$ cat src/rtl/regfile_wb_arbiter_if.sv
// Write-back arbiter bundle: requester handshake, register-file write port, scoreboard set/query.
// Latency: none; this file only groups wires.
// Backpressure: req_ready is a one-hot grant; a requester holds valid/rd/data until it sees ready.
interface regfile_wb_arbiter_if #(
   parameter int XLEN = 32,
   parameter int NREQ = 3
);
   logic [NREQ-1:0]      req_valid;
   logic [5*NREQ-1:0]    req_rd;
   logic [XLEN*NREQ-1:0] req_data;
   logic [NREQ-1:0]      req_ready;

   logic                 wb_we;
   logic [4:0]           wb_rd;
   logic [XLEN-1:0]      wb_wdata;

   logic                 sb_set;
   logic [4:0]           sb_set_rd;
   logic                 flush;
   logic [4:0]           rs1;
   logic [4:0]           rs2;
   logic                 rs1_busy;
   logic                 rs2_busy;

   // Pipeline side: requesters, issue and decode stages.
   modport master (
      output req_valid, req_rd, req_data, sb_set, sb_set_rd, flush, rs1, rs2,
      input  req_ready, wb_we, wb_rd, wb_wdata, rs1_busy, rs2_busy
   );

   // Arbiter side.
   modport slave (
      input  req_valid, req_rd, req_data, sb_set, sb_set_rd, flush, rs1, rs2,
      output req_ready, wb_we, wb_rd, wb_wdata, rs1_busy, rs2_busy
   );
endinterface

$ cat src/rtl/regfile_wb_arbiter.sv
// Round-robin write-back arbiter into the register file plus a pending-write scoreboard.
// Latency: 1 cycle from accept (valid & ready) to wb_we; busy lookup is combinational.
// Backpressure: no internal queue; losers see ready low and must hold their request stable.
module regfile_wb_arbiter #(
   parameter int XLEN = 32,
   parameter int NREQ = 3
) (
   input logic                clk,
   input logic                rst_n,
   regfile_wb_arbiter_if.slave bus
);

   localparam int LGW = (NREQ > 1) ? $clog2(NREQ) : 1;
   localparam logic [LGW-1:0] LAST_RST = LGW'(NREQ - 1);

   logic [LGW-1:0]  last_grant_q, last_grant_d;
   logic            wb_we_q, wb_we_d;
   logic [4:0]      wb_rd_q, wb_rd_d;
   logic [XLEN-1:0] wb_wdata_q, wb_wdata_d;
   logic [31:0]     busy_q, busy_d;

   logic [NREQ-1:0] grant;
   logic            gnt_any;
   logic [LGW-1:0]  gnt_idx;
   logic [4:0]      sel_rd;
   logic [XLEN-1:0] sel_data;
   logic            set_eff;

   // Candidate index 'off' positions after the last winner, wrapping at NREQ.
   function automatic logic [LGW-1:0] rr_idx(input logic [LGW-1:0] last, input int off);
      return LGW'((int'(last) + off) % NREQ);
   endfunction

   // Round-robin search starting just after the previous winner; first valid requester wins.
   always_comb begin
      grant   = '0;
      gnt_any = 1'b0;
      gnt_idx = '0;
      for (int off = 1; off <= NREQ; off++) begin
         if (!gnt_any && bus.req_valid[rr_idx(last_grant_q, off)]) begin
            gnt_any = 1'b1;
            gnt_idx = rr_idx(last_grant_q, off);
         end
      end
      if (gnt_any) begin
         grant[gnt_idx] = 1'b1;
      end
   end

   // Winner's payload and next state of the write port; rd=0 is accepted but never written.
   always_comb begin
      sel_rd       = bus.req_rd[5*int'(gnt_idx) +: 5];
      sel_data     = bus.req_data[XLEN*int'(gnt_idx) +: XLEN];
      wb_we_d      = gnt_any && (sel_rd != 5'd0);
      wb_rd_d      = gnt_any ? sel_rd : wb_rd_q;
      wb_wdata_d   = gnt_any ? sel_data : wb_wdata_q;
      last_grant_d = gnt_any ? gnt_idx : last_grant_q;
   end

   // Scoreboard update: commit clears, issue sets (set wins), flush clears everything; x0 never busy.
   always_comb begin
      set_eff = bus.sb_set && (bus.sb_set_rd != 5'd0) && !bus.flush;
      busy_d  = busy_q;
      if (wb_we_q) begin
         busy_d[wb_rd_q] = 1'b0;
      end
      if (bus.sb_set && (bus.sb_set_rd != 5'd0)) begin
         busy_d[bus.sb_set_rd] = 1'b1;
      end
      if (bus.flush) begin
         busy_d = '0;
      end
      busy_d[0] = 1'b0;
   end

   // Busy lookup with commit bypass: a register being written this cycle reads free unless re-set now.
   always_comb begin
      bus.rs1_busy = (bus.rs1 != 5'd0) && busy_q[bus.rs1] &&
                     !(wb_we_q && (wb_rd_q == bus.rs1) && !(set_eff && (bus.sb_set_rd == bus.rs1)));
      bus.rs2_busy = (bus.rs2 != 5'd0) && busy_q[bus.rs2] &&
                     !(wb_we_q && (wb_rd_q == bus.rs2) && !(set_eff && (bus.sb_set_rd == bus.rs2)));
   end

   // All state; reset drops any in-flight write and points the pointer so requester 0 wins first.
   always_ff @(posedge clk or negedge rst_n) begin
      if (!rst_n) begin
         last_grant_q <= LAST_RST;
         wb_we_q      <= 1'b0;
         wb_rd_q      <= 5'd0;
         wb_wdata_q   <= '0;
         busy_q       <= '0;
      end else begin
         last_grant_q <= last_grant_d;
         wb_we_q      <= wb_we_d;
         wb_rd_q      <= wb_rd_d;
         wb_wdata_q   <= wb_wdata_d;
         busy_q       <= busy_d;
      end
   end

   assign bus.req_ready = grant;
   assign bus.wb_we     = wb_we_q;
   assign bus.wb_rd     = wb_rd_q;
   assign bus.wb_wdata  = wb_wdata_q;

endmodule
$ cat src/flat_wrapper.sv
// flat-port wrapper written by rule: the top's interface ports become plain ports
module regfile_wb_arbiter_flat 
#(
   parameter int XLEN = 32,
   parameter int NREQ = 3
)
  (clk, rst_n, bus_req_valid, bus_req_rd, bus_req_data, bus_sb_set, bus_sb_set_rd, bus_flush, bus_rs1, bus_rs2, bus_req_ready, bus_wb_we, bus_wb_rd, bus_wb_wdata, bus_rs1_busy, bus_rs2_busy);
  regfile_wb_arbiter_if #(.XLEN(XLEN), .NREQ(NREQ)) bus_i ();
  input logic clk;
  input logic rst_n;
  input wire logic [$bits(bus_i.req_valid)-1:0] bus_req_valid;
  input wire logic [$bits(bus_i.req_rd)-1:0] bus_req_rd;
  input wire logic [$bits(bus_i.req_data)-1:0] bus_req_data;
  input wire logic [$bits(bus_i.sb_set)-1:0] bus_sb_set;
  input wire logic [$bits(bus_i.sb_set_rd)-1:0] bus_sb_set_rd;
  input wire logic [$bits(bus_i.flush)-1:0] bus_flush;
  input wire logic [$bits(bus_i.rs1)-1:0] bus_rs1;
  input wire logic [$bits(bus_i.rs2)-1:0] bus_rs2;
  output wire logic [$bits(bus_i.req_ready)-1:0] bus_req_ready;
  output wire logic [$bits(bus_i.wb_we)-1:0] bus_wb_we;
  output wire logic [$bits(bus_i.wb_rd)-1:0] bus_wb_rd;
  output wire logic [$bits(bus_i.wb_wdata)-1:0] bus_wb_wdata;
  output wire logic [$bits(bus_i.rs1_busy)-1:0] bus_rs1_busy;
  output wire logic [$bits(bus_i.rs2_busy)-1:0] bus_rs2_busy;
  assign bus_i.req_valid = bus_req_valid;
  assign bus_i.req_rd = bus_req_rd;
  assign bus_i.req_data = bus_req_data;
  assign bus_i.sb_set = bus_sb_set;
  assign bus_i.sb_set_rd = bus_sb_set_rd;
  assign bus_i.flush = bus_flush;
  assign bus_i.rs1 = bus_rs1;
  assign bus_i.rs2 = bus_rs2;
  assign bus_req_ready = bus_i.req_ready;
  assign bus_wb_we = bus_i.wb_we;
  assign bus_wb_rd = bus_i.wb_rd;
  assign bus_wb_wdata = bus_i.wb_wdata;
  assign bus_rs1_busy = bus_i.rs1_busy;
  assign bus_rs2_busy = bus_i.rs2_busy;
  regfile_wb_arbiter #(.XLEN(XLEN), .NREQ(NREQ)) u_core (.clk(clk), .rst_n(rst_n), .bus(bus_i));
endmodule
$ cat config.mk
export PLATFORM = sky130hd
export DESIGN_NAME = regfile_wb_arbiter_flat
export DESIGN_NICKNAME = d
export VERILOG_FILES = /design/src/rtl/regfile_wb_arbiter_if.sv /design/src/rtl/regfile_wb_arbiter.sv /design/src/flat_wrapper.sv
export SDC_FILE = /design/constraint.sdc
export NUM_CORES = 1
export LEC_CHECK = 0
export BUFFER_PORTS_ARGS = -buffer_cell sky130_fd_sc_hd__buf_2
export CAP_MARGIN = 40
export CORE_ASPECT_RATIO = 1.1
export CORE_MARGIN = 2
export CORE_UTILIZATION = 45
export DETAILED_ROUTE_END_ITERATION = 7
export PLACE_DENSITY = 0.74
export SLEW_MARGIN = 20
export SYNTH_ARGS = -nofsm -noshare
export SYNTH_HDL_FRONTEND = slang
export SYNTH_SLANG_ARGS = --single-unit
$ cat constraint.sdc
create_clock -name clk -period 3.1 [get_ports clk]
set_input_delay 0.155 -clock clk [delete_from_list [all_inputs] [get_ports clk]]
set_output_delay 0.155 -clock clk [all_outputs]
set_load 0.01 [all_outputs]
==> results of run 1 <==
kinds of logic (layout without fill, tap and decap cells):
| family | Yosys count | count (layout) |
|---|---|---|
| compound gates | 152 | 152 |
| xor+xnor | 20 | 20 |
| fa+ha+maj | 4 | 4 |
| buf+inv | 57 | 211 |
| flops | 71 | 71 |
| mux | 26 | 26 |
| simple gates | 252 | 252 |
worst paths after layout:
kind	endpoint	start
min	u_core.bus.wb_wdata[2]	bus_req_data[66]
min in group asynchronous	u_core.busy_q[25]	rst_n
max in group asynchronous	u_core.last_grant_q[1]	rst_n
max reg2reg	u_core.bus.wb_we	u_core.last_grant_q[1]
min reg2reg	u_core.bus.wb_wdata[5]	u_core.bus.wb_wdata[5]
max	bus_req_ready[0]	u_core.last_grant_q[1]
worst register-to-register path: cells and delay by family, from the launching register on:
kind	cells	cell delay, ns
buffers and inverters	1	0.07
adder cells (fa/ha/maj)	1	0.23
AO/OA/AOI/OAI	3	0.97
AND/OR/NAND/NOR	1	0.24
multiplexers	2	0.61
flip-flops	1	0.56
layout make-up:
cell class / instances / area (um2) / share of cell area
sequential: 71 / 1780 / 0.279
tap: 147 / 184 / 0.0289
multi-input combinational: 454 / 2980 / 0.469
clock buffer: 11 / 243 / 0.0381
clock inverter: 5 / 129 / 0.0202
inverter: 5 / 18.8 / 0.00295
timing repair buffer: 190 / 1030 / 0.162
cell usage in the layout (no fill, tap or decap), types with 3 or more instances in the layout:
master	netlist	routed
nand2_1	66	66
bufinv_16	0	4
clkbuf_16	0	9
dfrtp_1	70	70
a21oi_1	7	7
o31ai_1	34	34
xnor2_1	6	6
buf_4	0	11
mux4_2	17	17
nor3_1	3	3
nand3_1	39	39
xor2_1	14	14
nor2b_1	21	21
and3_1	36	36
ha_1	4	3
buf_2	5	175
mux2i_1	5	5
or3b_2	3	3
nor2_1	39	39
a41oi_1	3	3
nor3b_1	4	4
and2_1	3	3
nand3b_1	21	21
inv_1	5	5
o21ai_0	90	89
nand2b_1	4	4
registers in the layout (all words and copies together), names as in the netlist:
signal,flops
u_core.busy_q,31
u_core.bus.wb_rd,5
u_core.last_grant_q,2
u_core.bus.wb_we,1
u_core.bus.wb_wdata,32
what timing repair did:
| action | in CTS | in global routing |
|---|---|---|
| setup buffers | 0 | 2 |
| hold buffers | 1 | 0 |
| pin swaps | 0 | 1 |
| endpoints found under the setup margin | 1 | 30 |
| gates resized for setup | 1 | 4 |
| endpoints found under the hold margin | 10 | 0 |
layer usage:
layer | wire (um) | share of wire
met5 | 11 | 0.00069
met4 | 506 | 0.032
met3 | 1260 | 0.079
met2 | 8110 | 0.51
met1 | 6090 | 0.38
power by group through the flow:
| stage | Clock (W) | Combinational, W | Sequential (W) |
|---|---|---|---|
| finish | 0.00129 | 0.00351 | 0.00154 |
| detailed placement | 0 | 0.00344 | 0.00154 |
| global placement | 0 | 0.00333 | 0.00153 |
| CTS | 0.00131 | 0.00345 | 0.00153 |
| global route | 0.00135 | 0.00388 | 0.00158 |
| floorplan | 0 | 0.00246 | 0.00152 |
through the flow:
stage	total power, W	area, um2	cells
final	0.00635	6370	883
after global routing	0.00681	6370	883
after CTS	0.00629	6320	880
after detailed placement	0.00498	5930	863
after global placement	0.00486	5930	863
after floorplan	0.00399	5020	582
==> impl_metrics.csv, run 1 <==
group,metric,value,unit
synth,synth_compound_area_frac,0.189,
floorplanning,fp.dieArea,12000,um2
finish,area_growth,26.9,%
placement,port_buffers,175,
grt,antenna_found_initial,1,
pwr,netSwitchingFraction,0.429,
critical_path,regToRegSetupSlack,0.27,ns
timing,drv_slew,0,
finish,insertedDiodeCount,0,
clock_tree,clkSinkCount,71,
grt,use_met2,0.470,
synth,synthCells,582,
synth,synth_nets,719,
timing,setup_ws,0.155,ns
clock_tree,clk_latency,0.34,ns
finish,post-route-util,0.583,
synth,synth_mux_area_frac,0.0968,
synth,synth_seq_cells,71,
synth,synth_fa_ha_area_frac,0.00998,
timing,setup_viol,0,
critical_path,crit_type,"register to output pin",
timing,tns,0,ns
clock_tree,clk_pin_slew,0.06,ns
finish,drive_gt1_frac,0.322,
critical_path,crit_cells,9,
synth,synth_top_family_by_area,"simple AND/OR/NAND/NOR gates",
floorplanning,die_y,115,um
grt,grt-busiest-layer,"met2",
grt,use_met3,0.0505,
routing,num_vias,5200,
pwr,p_per_area,997,nW/um2
clock_tree,ctsRootBufferMaster,"clkbuf_16",
timing,min_period_over_period,0.950,
pwr,leakage,2.89,nW
placement,dp_hpwl,11.5,mm
timing,fin_worst_skew,0.00677,ns
run_status,outcome,"complete, no violations",
grt,grt_pass1_vias,5122,
critical_path,path_cells,"inv_1 > ha_2 > mux2_4 > mux2_4 > o32a_4 > buf_8 > nand2_1 > nor2_1 > buf_2",
pwr,irDropWorstVdd,710,uV
critical_path,worstPathRequired,2.94,ns
clock_tree,h-tree-depth,3,
timing,max_freq,340,MHz
routing,routed_wl,16.0,mm
synth,synth-edff-count,0,
finish,fillers,997,
placement,gp_congestion,0.916,
floorplanning,placementRows,40,
critical_path,critPathMaxFanout,58,
synth,post_synth.cell_area_avg,8.62,um2
synth,synth_xor_area_frac,0.0349,
timing,finalHoldViolCount,0,
synth,seq_area_frac_synth,0.354,
worst_hold_path,hp-class,"primary input to register",
synth,yosysWarnings,0,
routing,ant_nets,0,
floorplanning,die_x,105,um
routing,routedWlPerCell,18.1,um
critical_path,start_kind,"register",
routing,drt_iter0_markers,317,
synth,synth_top_area_frac,0.349,
critical_path,endpoint_kind,"output pin",
pwr,clkPwrFrac,0.204,
pwr,p_sw,0.00272,W
critical_path,critPathTopFamily,"multiplexers",
critical_path,ff2ff_path_depth,8,
grt,grt_pass1_wl,25.5,mm
clock_tree,cts_tree,"done",
pwr,power.internal,0.00363,W
synth,synthArstFlopShare,1.00,
pwr,pwr-share-comb,0.554,
grt,grt_use_met1,0.320,
critical_path,crit_path_top_delay_cell,"dfstp_2",
synth,synth_top_area_cell,"dfrtp_1",
synth,synth.top_cells.by_count,"o21ai_0, dfrtp_1, nand2_1, clkbuf_1",
floorplanning,pin_count,176,
routing,post-route-drc-count,0,
synth,yosysUniqueCellTypes,53,
timing,slew_headroom,0.630,
timing,worst_pin_slew,0.555,ns
clock_tree,cts-buffers-inserted,9,
routing,vias_per_cell,5.89,
placement,pre_cts_ws,0.188,ns
grt,track_usage,0.269,
routing,firstDrtPassIters,5,
finish,fin_nets,868,
clock_tree,clk_path_buf_depth,2,
critical_path,slowest_delay,0.56,ns
synth,yosys.area_share.simple,0.263,
grt,overflow,0,
synth,yosysMostFrequentCell,"o21ai_0",
timing,fin_crit,2.94,ns
floorplanning,initial_core_util,0.460,
worst_hold_path,whs_path_depth,3,
timing,hold_ws,0.110,ns
timing,grt_setup_unrepaired,"false",
flow_run,cap_violations,0,
synth,synthFlopType,"dfrtp_1",
grt,grt_start_max_net_pins,62,
critical_path,arrival,2.79,ns
synth,yosys-top-cells-area,"dfrtp_1, o21ai_0, mux4_2",
pwr,power_frac_seq,0.243,
synth,synth_area,5020,um2
floorplanning,design.core.area,10900,um2
critical_path,worst-path-buf-inv,3,
critical_path,crit_path_frequent_cell,"mux2_4",
No activity file was read; power rests on OpenSTA's default activity.
==> inputs of run 2 (changes only) <==
--- a/config.mk
+++ b/config.mk
@@ -5,13 +5,13 @@
 export SDC_FILE = /design/constraint.sdc
 export NUM_CORES = 1
 export LEC_CHECK = 0
-export BUFFER_PORTS_ARGS = -buffer_cell sky130_fd_sc_hd__buf_2
 export CAP_MARGIN = 40
 export CORE_ASPECT_RATIO = 1.1
 export CORE_MARGIN = 2
 export CORE_UTILIZATION = 45
 export DETAILED_ROUTE_END_ITERATION = 7
-export PLACE_DENSITY = 0.74
+export DONT_BUFFER_PORTS = 1
+export PLACE_DENSITY = 0.61
 export SLEW_MARGIN = 20
 export SYNTH_ARGS = -nofsm -noshare
 export SYNTH_HDL_FRONTEND = slang
==> run 2 against run 1 <==
- non-clock buffer count fell by 174
- sequential share of layout area rose by 5.0 points
- global-route usage fell by 1.8 points
- clock power fell by 25%
- first-iteration DRC count rose by 6.6%
- setup slack improved by 0.063 ns
- critical path depth fell by 2
==> impl_metrics.csv, run 2 (synthesized netlist as in run 1, its figures left out) <==
group,metric,value,unit
run_status,outcome,"complete, no violations",
timing,max_freq,347,MHz
routing,routed_wl,14.8,mm
critical_path,critPathMaxFanout,39,
placement,gp_congestion,0.887,
finish,instances_no_fill,710,
floorplanning,die_y,115,um
grt,track_usage,0.251,
clock_tree,cts-buffers-inserted,9,
clock_tree,h-tree-depth,3,
timing,setup_ws,0.219,ns
grt,grt_pass1_vias,4422,
flow_run,cap_violations,0,
finish,fin_nets,694,
finish,multi_input_area,2980,um2
finish,final_cell_mix,"o21ai_0, dfrtp_1, nand2_1, nand3_1, nor2_1",
critical_path,ff2ff_path_depth,8,
finish,mostFrequentLayoutCell,"o21ai_0",
grt,antenna_found_initial,0,
floorplanning,placementRows,40,
clock_tree,clk_latency,0.34,ns
critical_path,crit_type,"register to output pin",
clock_tree,cts.repair.resized,0,
placement,port_buffers,0,
clock_tree,clkSinkCount,71,
routing,vias_per_cell,6.15,
pwr,p_per_area,1030,nW/um2
grt,grt_pass1_wl,23.4,mm
clock_tree,cts_tree,"done",
timing,finalHoldViolCount,0,
routing,num_vias,4365,
critical_path,arrival,2.73,ns
routing,routedWlPerCell,20.8,um
worst_hold_path,whs_path_depth,2,
placement,dp_hpwl,10.5,mm
finish,drive_gt1_frac,0.105,
timing,min_period_over_period,0.929,
routing,post-route-drc-count,0,
finish,area_growth,7.68,%
timing,grt_setup_unrepaired,"false",
routing,drt_iter0_markers,338,
timing,drv_slew,0,
clock_tree,clk_path_buf_depth,2,
finish,largest_reg_flops,32,
finish,postLayoutCellArea,5400,um2
timing,fin_worst_skew,0.00430,ns
timing,slew_headroom,0.566,
floorplanning,pin_count,176,
routing,ant_nets,0,
timing,tns,0,ns
timing,worst_pin_slew,0.651,ns
floorplanning,die_x,105,um
finish,post-route-util,0.495,
pwr,irDropWorstVdd,574,uV
floorplanning,fp.dieArea,12000,um2
placement,numPlacedInstances,688,
floorplanning,design.core.area,10900,um2
placement,place_area,5060,um2
finish,fillers,1070,
routing,firstDrtPassIters,5,
pwr,leakage,2.15,nW
timing,fin_crit,2.88,ns
critical_path,worstPathRequired,2.94,ns
critical_path,start_kind,"register",
worst_hold_path,hp-class,"primary input to register",
finish,regArea,1780,um2
clock_tree,ctsRootBufferMaster,"clkbuf_16",
timing,setup_viol,0,
placement,pre_cts_ws,0.255,ns
floorplanning,initial_core_util,0.460,
clock_tree,clk_pin_slew,0.06,ns
grt,grt_start_max_net_pins,72,
grt,overflow,0,
critical_path,endpoint_kind,"output pin",
-- run 2: cell count changes in the layout (fill, tap and decap cells not counted), moves of 3 or more --
cell,delta
buf_2,-175
bufinv_16,-4
clkinv_2,+4
dlygate4sd3_1,+3
-- run 2: power breakdown --
part	switching (W)	internal [W]	total, W
clock	0.000387	0.000580	0.000966
combinational	0.00166	0.00120	0.00286
sequential	0.000485	0.00125	0.00173
total	0.00254	0.00303	0.00556
-- run 2: per-stage QoR --
stage	hold slack [ns]	total power, W
after floorplan	-0.141	0.00399
after global placement	-0.138	0.00451
after detailed placement	-0.137	0.00461
after CTS	0.00132	0.00560
after global routing	0.0123	0.00602
final	0.00983	0.00556
-- run 2: final cells by class --
class | instances | share of cell area
antenna | 1 | 0.000463
clock buffer | 12 | 0.0475
clock inverter | 4 | 0.00371
inverter | 5 | 0.00347
multi-input combinational | 454 | 0.552
sequential | 71 | 0.329
tap | 147 | 0.0340
timing repair buffer | 16 | 0.0301
-- run 2: routing by layer --
metal	vias to the layer above	part of all wire	global-route usage
met3	31	0.098	0.0731
met5	-	0	0
met4	0	0.029	0.123
met1	2049	0.39	0.307
met2	228	0.48	0.410
li1	2057	-	-
-- run 2: critical path, stage by stage (launching register included) --
cell     delay (ns)
dfstp_2        0.55
inv_1          0.06
ha_1           0.27
mux2_4         0.33
mux2_4         0.29
o32a_4         0.51
inv_1          0.21
buf_4          0.16
-- run 2: worst paths after layout --
kind | from | slack, ns | to
worst max-delay path | u_core.last_grant_q[1] | 0.22 | bus_req_ready[2]
worst min-delay path | bus_req_data[84] | 0.01 | u_core.bus.wb_wdata[20]
worst max register to register | u_core.last_grant_q[1] | 0.26 | u_core.bus.wb_we
worst min register to register | u_core.last_grant_q[1] | 0.48 | u_core.last_grant_q[1]
max in group asynchronous | rst_n | 2.40 | u_core.last_grant_q[1]
min in group asynchronous | rst_n | 0.38 | u_core.bus.wb_wdata[8]
-- run 2: timing repair --
item | in CTS | in global routing
buffers inserted | 0 | 0
hold buffers | 5 | 0
setup endpoints to repair | 0 | 0
endpoints found under the hold margin | 75 | 0
